**src/rtl/exe_stage_pkg.sv**
```systemverilog
// Execute-stage shared definitions: bus widths, op-field bit positions, divider states and the ALU.
package exe_stage_pkg;

  localparam int unsigned DS_TO_ES_BUS_WD = 167;
  localparam int unsigned ES_TO_MS_BUS_WD = 110;
  localparam int unsigned ES_FW_BUS_WD    = 39;

  localparam int unsigned ALU_ADD  = 0;
  localparam int unsigned ALU_SUB  = 1;
  localparam int unsigned ALU_SLT  = 2;
  localparam int unsigned ALU_SLTU = 3;
  localparam int unsigned ALU_AND  = 4;
  localparam int unsigned ALU_NOR  = 5;
  localparam int unsigned ALU_OR   = 6;
  localparam int unsigned ALU_XOR  = 7;
  localparam int unsigned ALU_SLL  = 8;
  localparam int unsigned ALU_SRL  = 9;
  localparam int unsigned ALU_SRA  = 10;
  localparam int unsigned ALU_LUI  = 11;

  localparam int unsigned MD_DIVU  = 0;
  localparam int unsigned MD_DIV   = 1;
  localparam int unsigned MD_MULTU = 2;
  localparam int unsigned MD_MULT  = 3;
  localparam int unsigned MF_MFLO  = 0;
  localparam int unsigned MF_MFHI  = 1;
  localparam int unsigned MT_MTLO  = 0;
  localparam int unsigned MT_MTHI  = 1;

  localparam int unsigned ST_SB  = 0;
  localparam int unsigned ST_SH  = 1;
  localparam int unsigned ST_SW  = 2;
  localparam int unsigned ST_SWR = 3;
  localparam int unsigned ST_SWL = 4;

  typedef struct packed {
    logic [11:0] alu_op;
    logic [3:0]  md_op;
    logic [1:0]  mf_op;
    logic [1:0]  mt_op;
    logic [6:0]  ld_op;
    logic [4:0]  st_op;
    logic        res_from_mem;
    logic        gr_we;
    logic [4:0]  dest;
    logic [31:0] src1;
    logic [31:0] src2;
    logic [31:0] rt_value;
    logic [31:0] pc;
  } ds_to_es_t;

  typedef enum logic [1:0] {DivIdle, DivBusy, DivDone} div_state_e;

  // One-hot op; shifts take the amount from a and the value from b.
  function automatic logic [31:0] alu_calc(input logic [11:0] op, input logic [31:0] a,
                                           input logic [31:0] b);
    logic [31:0] r;
    r = '0;
    if (op[ALU_ADD])  r |= a + b;
    if (op[ALU_SUB])  r |= a - b;
    if (op[ALU_SLT])  r |= {31'b0, $signed(a) < $signed(b)};
    if (op[ALU_SLTU]) r |= {31'b0, a < b};
    if (op[ALU_AND])  r |= a & b;
    if (op[ALU_NOR])  r |= ~(a | b);
    if (op[ALU_OR])   r |= a | b;
    if (op[ALU_XOR])  r |= a ^ b;
    if (op[ALU_SLL])  r |= b << a[4:0];
    if (op[ALU_SRL])  r |= b >> a[4:0];
    if (op[ALU_SRA])  r |= 32'($signed(b) >>> a[4:0]);
    if (op[ALU_LUI])  r |= {b[15:0], 16'b0};
    return r;
  endfunction

endpackage

```
**src/rtl/exe_stage_div_iter.sv**
```systemverilog
// Iterative restoring divider: one quotient bit per cycle on magnitudes, sign fix-up on output.
module exe_stage_div_iter
  import exe_stage_pkg::*;
#(
  parameter int unsigned DIV_CYCLES = 32
) (
  input  logic        clk,
  input  logic        reset,
  input  logic        i_start,
  input  logic        i_signed,
  input  logic [31:0] i_x,
  input  logic [31:0] i_y,
  output logic        o_busy,
  output logic        o_done,
  input  logic        i_ack,
  output logic [31:0] o_quo,
  output logic [31:0] o_rem
);
  localparam int unsigned CntW = $clog2(DIV_CYCLES + 1);

  div_state_e      r_state, w_state_d;
  logic [CntW-1:0] r_cnt;
  logic [31:0]     r_rem, r_quo, r_div;
  logic            r_s1, r_s2;
  logic [31:0]     w_abs_x, w_abs_y, w_sub;
  logic [32:0]     w_shift;
  logic            w_ge;

  assign w_abs_x = (i_signed && i_x[31]) ? (~i_x + 32'd1) : i_x;
  assign w_abs_y = (i_signed && i_y[31]) ? (~i_y + 32'd1) : i_y;
  assign w_shift = {r_rem, r_quo[31]};
  assign w_ge    = w_shift >= {1'b0, r_div};
  assign w_sub   = 32'(w_shift - {1'b0, r_div});

  always_comb begin
    w_state_d = r_state;
    unique case (r_state)
      DivIdle: if (i_start) w_state_d = DivBusy;
      DivBusy: if (r_cnt == CntW'(DIV_CYCLES - 1)) w_state_d = DivDone;
      DivDone: if (i_ack) w_state_d = DivIdle;
      default: w_state_d = DivIdle;
    endcase
  end

  always_ff @(posedge clk or posedge reset) begin
    if (reset) begin
      r_state <= DivIdle;
      r_cnt   <= '0;
      r_rem   <= '0;
      r_quo   <= '0;
      r_div   <= '0;
      r_s1    <= 1'b0;
      r_s2    <= 1'b0;
    end else begin
      r_state <= w_state_d;
      if (r_state == DivIdle && i_start) begin
        r_cnt <= '0;
        r_rem <= '0;
        r_quo <= w_abs_x;
        r_div <= w_abs_y;
        r_s1  <= i_signed & i_x[31];
        r_s2  <= i_signed & i_y[31];
      end else if (r_state == DivBusy) begin
        r_cnt <= r_cnt + CntW'(1);
        r_rem <= w_ge ? w_sub : w_shift[31:0];
        r_quo <= {r_quo[30:0], w_ge};
      end
    end
  end

  assign o_busy = (r_state == DivBusy);
  assign o_done = (r_state == DivDone);
  assign o_quo  = (r_s1 ^ r_s2) ? (~r_quo + 32'd1) : r_quo;
  assign o_rem  = r_s1 ? (~r_rem + 32'd1) : r_rem;

endmodule

```
**src/rtl/exe_stage.sv**
```systemverilog
// MIPS execute stage: ALU, HI/LO with multiplier and iterative divider, data-SRAM request.
// Define ES_UNALIGNED_STORE_EN to enable swl/swr stores and lwl/lwr pass-through.
module exe_stage
  import exe_stage_pkg::*;
#(
  parameter int unsigned DIV_CYCLES = 32
) (
  input  logic                       clk,
  input  logic                       reset,
  input  logic                       ms_allowin,
  output logic                       es_allowin,
  input  logic                       ds_to_es_valid,
  input  logic [DS_TO_ES_BUS_WD-1:0] ds_to_es_bus,
  output logic                       es_to_ms_valid,
  output logic [ES_TO_MS_BUS_WD-1:0] es_to_ms_bus,
  output logic [ES_FW_BUS_WD-1:0]    es_to_ds_fw_bus,
  output logic                       out_es_valid,
  output logic                       data_sram_en,
  output logic [3:0]                 data_sram_wen,
  output logic [31:0]                data_sram_addr,
  output logic [31:0]                data_sram_wdata
);
`ifdef ES_UNALIGNED_STORE_EN
  localparam logic [6:0] LdMask = 7'h7f;
  localparam logic [4:0] StMask = 5'h1f;
`else
  localparam logic [6:0] LdMask = 7'h1f;
  localparam logic [4:0] StMask = 5'h07;
`endif

  logic        r_es_valid;
  ds_to_es_t   r_bus;
  logic [31:0] r_hi, r_lo;
  logic        w_is_div, w_is_mul, w_ready_go, w_fire, w_div_start, w_div_busy, w_div_done;
  logic        w_mem_op;
  logic [31:0] w_alu_res, w_es_result, w_div_quo, w_div_rem, w_wdata;
  logic [63:0] w_prod;
  logic [6:0]  w_ld_op;
  logic [4:0]  w_st_op;
  logic [1:0]  w_off;
  logic [3:0]  w_wen;

  assign w_is_div    = r_bus.md_op[MD_DIV] | r_bus.md_op[MD_DIVU];
  assign w_is_mul    = r_bus.md_op[MD_MULT] | r_bus.md_op[MD_MULTU];
  assign w_ready_go  = !w_is_div || w_div_done;
  assign es_allowin  = !r_es_valid || (w_ready_go && ms_allowin);
  assign es_to_ms_valid = r_es_valid && w_ready_go;
  assign w_fire      = es_to_ms_valid && ms_allowin;
  assign w_div_start = r_es_valid && w_is_div && !w_div_busy && !w_div_done;
  assign out_es_valid = r_es_valid;

  always_ff @(posedge clk or posedge reset) begin
    if (reset) begin
      r_es_valid <= 1'b0;
      r_bus      <= '0;
    end else begin
      if (es_allowin) r_es_valid <= ds_to_es_valid;
      if (ds_to_es_valid && es_allowin) r_bus <= ds_to_es_bus;
    end
  end

  assign w_alu_res = alu_calc(r_bus.alu_op, r_bus.src1, r_bus.src2);
  assign w_prod = {{32{r_bus.md_op[MD_MULT] & r_bus.src1[31]}}, r_bus.src1} *
                  {{32{r_bus.md_op[MD_MULT] & r_bus.src2[31]}}, r_bus.src2};

  exe_stage_div_iter #(
    .DIV_CYCLES(DIV_CYCLES)
  ) u_div (
    .clk     (clk),
    .reset   (reset),
    .i_start (w_div_start),
    .i_signed(r_bus.md_op[MD_DIV]),
    .i_x     (r_bus.src1),
    .i_y     (r_bus.src2),
    .o_busy  (w_div_busy),
    .o_done  (w_div_done),
    .i_ack   (w_fire),
    .o_quo   (w_div_quo),
    .o_rem   (w_div_rem)
  );

  // HI/LO only change at fire so a younger mfhi/mflo never sees a half-finished op.
  always_ff @(posedge clk or posedge reset) begin
    if (reset) begin
      r_hi <= '0;
      r_lo <= '0;
    end else if (w_fire) begin
      if (w_is_mul) begin
        r_hi <= w_prod[63:32];
        r_lo <= w_prod[31:0];
      end else if (w_is_div) begin
        r_hi <= w_div_rem;
        r_lo <= w_div_quo;
      end else begin
        if (r_bus.mt_op[MT_MTHI]) r_hi <= r_bus.src1;
        if (r_bus.mt_op[MT_MTLO]) r_lo <= r_bus.src1;
      end
    end
  end

  assign w_es_result = r_bus.mf_op[MF_MFHI] ? r_hi :
                       r_bus.mf_op[MF_MFLO] ? r_lo : w_alu_res;

  assign w_ld_op  = r_bus.ld_op & LdMask;
  assign w_st_op  = r_bus.st_op & StMask;
  assign w_off    = w_alu_res[1:0];
  assign w_mem_op = (|w_ld_op) || (|w_st_op);

  always_comb begin
    w_wen   = 4'b0000;
    w_wdata = r_bus.rt_value;
    if (w_st_op[ST_SB]) begin
      w_wen   = 4'b0001 << w_off;
      w_wdata = {4{r_bus.rt_value[7:0]}};
    end else if (w_st_op[ST_SH]) begin
      w_wen   = w_off[1] ? 4'b1100 : 4'b0011;
      w_wdata = {2{r_bus.rt_value[15:0]}};
    end else if (w_st_op[ST_SW]) begin
      w_wen   = 4'b1111;
    end else if (w_st_op[ST_SWL]) begin
      w_wen   = 4'b1111 >> (2'd3 - w_off);
      w_wdata = r_bus.rt_value >> {2'd3 - w_off, 3'b000};
    end else if (w_st_op[ST_SWR]) begin
      w_wen   = 4'b1111 << w_off;
      w_wdata = r_bus.rt_value << {w_off, 3'b000};
    end
  end

  assign data_sram_en    = r_es_valid && w_ready_go && ms_allowin && w_mem_op;
  assign data_sram_wen   = data_sram_en ? w_wen : 4'b0000;
  assign data_sram_addr  = w_alu_res;
  assign data_sram_wdata = w_wdata;

  assign es_to_ms_bus = {r_bus.rt_value, w_ld_op, r_bus.res_from_mem, r_bus.gr_we, r_bus.dest,
                         w_es_result, r_bus.pc};
  assign es_to_ds_fw_bus = {r_bus.res_from_mem, r_bus.gr_we && r_es_valid, r_bus.dest,
                            w_es_result};

endmodule

```
**config.mk**
```make
export PLATFORM = sky130hd
export DESIGN_NAME = exe_stage
export DESIGN_NICKNAME = d
export VERILOG_FILES = /design/src/rtl/exe_stage_pkg.sv /design/src/rtl/exe_stage_div_iter.sv /design/src/rtl/exe_stage.sv
export SDC_FILE = /design/constraint.sdc
export NUM_CORES = 2
export LEC_CHECK = 0
export CORE_AREA = 2 2 337 406
export CTS_CLUSTER_DIAMETER = 50
export DETAILED_ROUTE_END_ITERATION = 8
export DIE_AREA = 0 0 339 408
export PLACE_DENSITY = 0.68
export SETUP_SLACK_MARGIN = 0.05
export SLEW_MARGIN = 15
export SYNTH_ARGS = -nofsm -noshare
export SYNTH_HDL_FRONTEND = slang
export SYNTH_SLANG_ARGS = --single-unit
```
**constraint.sdc**
```tcl
create_clock -name clk -period 28 [get_ports clk]
set_input_delay 5.6 -clock clk [delete_from_list [all_inputs] [get_ports clk]]
set_output_delay 5.6 -clock clk [all_outputs]
set_load 0.02 [all_outputs]
```
==> reports/metrics.cfg <==
[die]
start_util_pct = 48.68
die_w_um = 339
die-area_um2 = 138300
die_h_um = 408
num_rows = 148
pin_count = 392
core_um2 = 134600

[cts]
cts_resized = 0
cts_buffer_depth = 3
cts.htree.levels = 2
cts_tree = done
cts_buffers = 56
cts_hold_buf = 0
root_buffer = clkbuf_16
clock_sinks = 334
clk_pin_slew_ps = 60
insertion_delay_ps = 720
post_cts_buffers = 0

[sta]
rsz0062_at_grt = no
tightestPinTransition_ps = 1347
whs_ps = 481.4
drv_slew = 0
max_freq_mhz = 75.48
finalCriticalPeriod_ps = 13250
clock_skew_ps = 60.27
finalSetupTns_ps = 0
report.final.hold_viol_count = 0
min_period_over_period_pct = 47.31
setup_viol = 0
slew_headroom_pct = 9.947

[synth]
synth.avg_cell_area_um2 = 8.629
async_flop_share_pct = 100.0
synth_top_area_share_pct = 34.46
yosysTopAreaCell = fa_1
yosysMostFrequentCell = inv_1
yosys_warnings = 0
synth_edf_count = 0
yosysSeqAreaShare_pct = 12.75
ys.flop_type = dfrtp_1
ys_top_cells_by_count = 1289 x inv_1, 1128 x fa_1, 1069 x nand2_1
synth.distinct_cells = 90
ys_ff_latch = 334
syn-cell-area_um2 = 65540
syn_inst = 7595
synth_area_leaders = fa_1 34%, dfrtp_1 13%, inv_1 7.4%, ha_1 6.6%, nand2_1 6.1%

[run_status]
outcome = completed

[route]
ant_nets = 0
first_iter_violations = 6751
wire_per_inst_um = 29.77
via_per_inst = 6.117
routed_wl_um = 281700
drc = 0
via_count = 57887
drtPass1Iterations = 8

[critical_path]
worst-endpoint-required_ps = 22400
end_kind = output port
cp.arrival_ps = 7650
cp_max_fo = 27
critPathLaunchType = flip-flop
crit_type = flip-flop to output port

[worst_hold_path]
hold_path_class = flip-flop to flip-flop

[placement]
dp_hpwl_um = 215800
place_congestion = 1.042
portBuffers = 385
placedCellCount = 9347

[job]
maxCapViolations = 0

[cells_and_area]
layout-drive-gt1-share_pct = 6.574
syn2layout_area_growth_pct = 10.48
finalNonFillerCells = 9463
final_nets = 9249

[global_route]
antenna_found_initial = 24
grt_remaining_overflow = 0
grt_usage_pct = 40.62
grt_pass1_wl_um = 406700
grt_max_degree = 181
grt_pass1_vias = 58781

worst paths after layout:
check	startpoint	end	slack, ps	cells past startpoint
max reg2reg	r_bus[110]	r_hi[7]	17680	30
max in group asynchronous	reset	r_bus[99]	20250	4
min reg2reg	r_lo[10]	r_lo[10]	480	2
max	r_bus[110]	es_to_ms_bus[32]	14750	15
min	r_lo[10]	r_lo[10]	480	2
min in group asynchronous	reset	es_to_ms_bus[79]	5480	2
layout by cell type, fill, tap and decap left out, types with 76 or more instances in the layout:
master           Yosys  layout
fa_1              1128    1128
mux2_2             103     103
nor2_1             612     610
xor2_1              76      76
o21ai_0            432     427
ha_1               345     345
a21oi_1            272     272
dfrtp_1            334     329
buf_4              134     178
clkdlybuf4s50_1      0     385
nand2_1           1069    1069
nand3_1            107     106
xnor2_1            178     178
inv_1             1289    1285
mux2i_1            125     125
sequential cells by signal, summed over array words and instances, names as in the netlist:
name	cells
u_div.r_s2	1
r_bus	87
es_to_ms_bus	70
u_div.r_s1	1
u_div.r_cnt	6
u_div.r_rem	32
out_es_valid	1
u_div.r_div	32
es_to_ds_fw_bus	6
u_div.r_state	2
u_div.r_quo	32
r_lo	32
r_hi	32
worst max-delay path, cell delays in order (launching register included):
cell,delay (ps)
dfrtp_1,320
buf_4,460
inv_1,560
buf_4,380
ha_1,580
nor2_1,110
a21oi_1,180
o21ai_0,330
a21oi_1,390
a21oi_1,250
o311ai_1,630
a31oi_1,380
o41ai_4,600
mux2i_1,170
o21ai_1,840
clkdlybuf4s50_1,770
through the flow:
| step | setup slack, ps | area (um2) | utilization [%] |
|---|---|---|---|
| after floorplan | 13150 | 65540 | - |
| after global placement | 14880 | 70260 | 52.19 |
| after detailed placement | 14910 | 70260 | 52.19 |
| after CTS | 14870 | 72370 | 53.76 |
| after global routing | 14620 | 72370 | 53.76 |
| final | 14750 | 72400 | 53.78 |
cell families after synthesis:
group,share of synthesized area (%)
flip-flops,12.75
multiplexers,5.844
other,0.005722
buffers and inverters,11.83
adder cells (fa/ha/maj),41.04
AO/OA/AOI/OAI,11.83
XOR/XNOR,3.394
AND/OR/NAND/NOR,13.29
cell type report:
| type | count | area, um2 |
|---|---|---|
| multi-input combinational | 5336 | 49490 |
| inverter | 1313 | 4936 |
| antenna | 12 | 30.03 |
| clock inverter | 41 | 624.3 |
| timing repair buffer | 564 | 5210 |
| sequential | 334 | 8372 |
| tap | 1800 | 2252 |
| fill | 12494 | 62220 |
| clock buffer | 63 | 1488 |
routing by layer:
layer | share of wire, % | up-vias | GRT usage, %
li1 | - | 24002 | -
met1 | 37 | 29499 | 51.11
met2 | 44 | 3444 | 61.83
met3 | 11 | 926 | 10.04
met4 | 8.4 | 16 | 27.66
met5 | 0.051 | - | 0
Power is not shown: default switching activity piles up to over one toggle a cycle in this logic, so the estimate is an artifact.
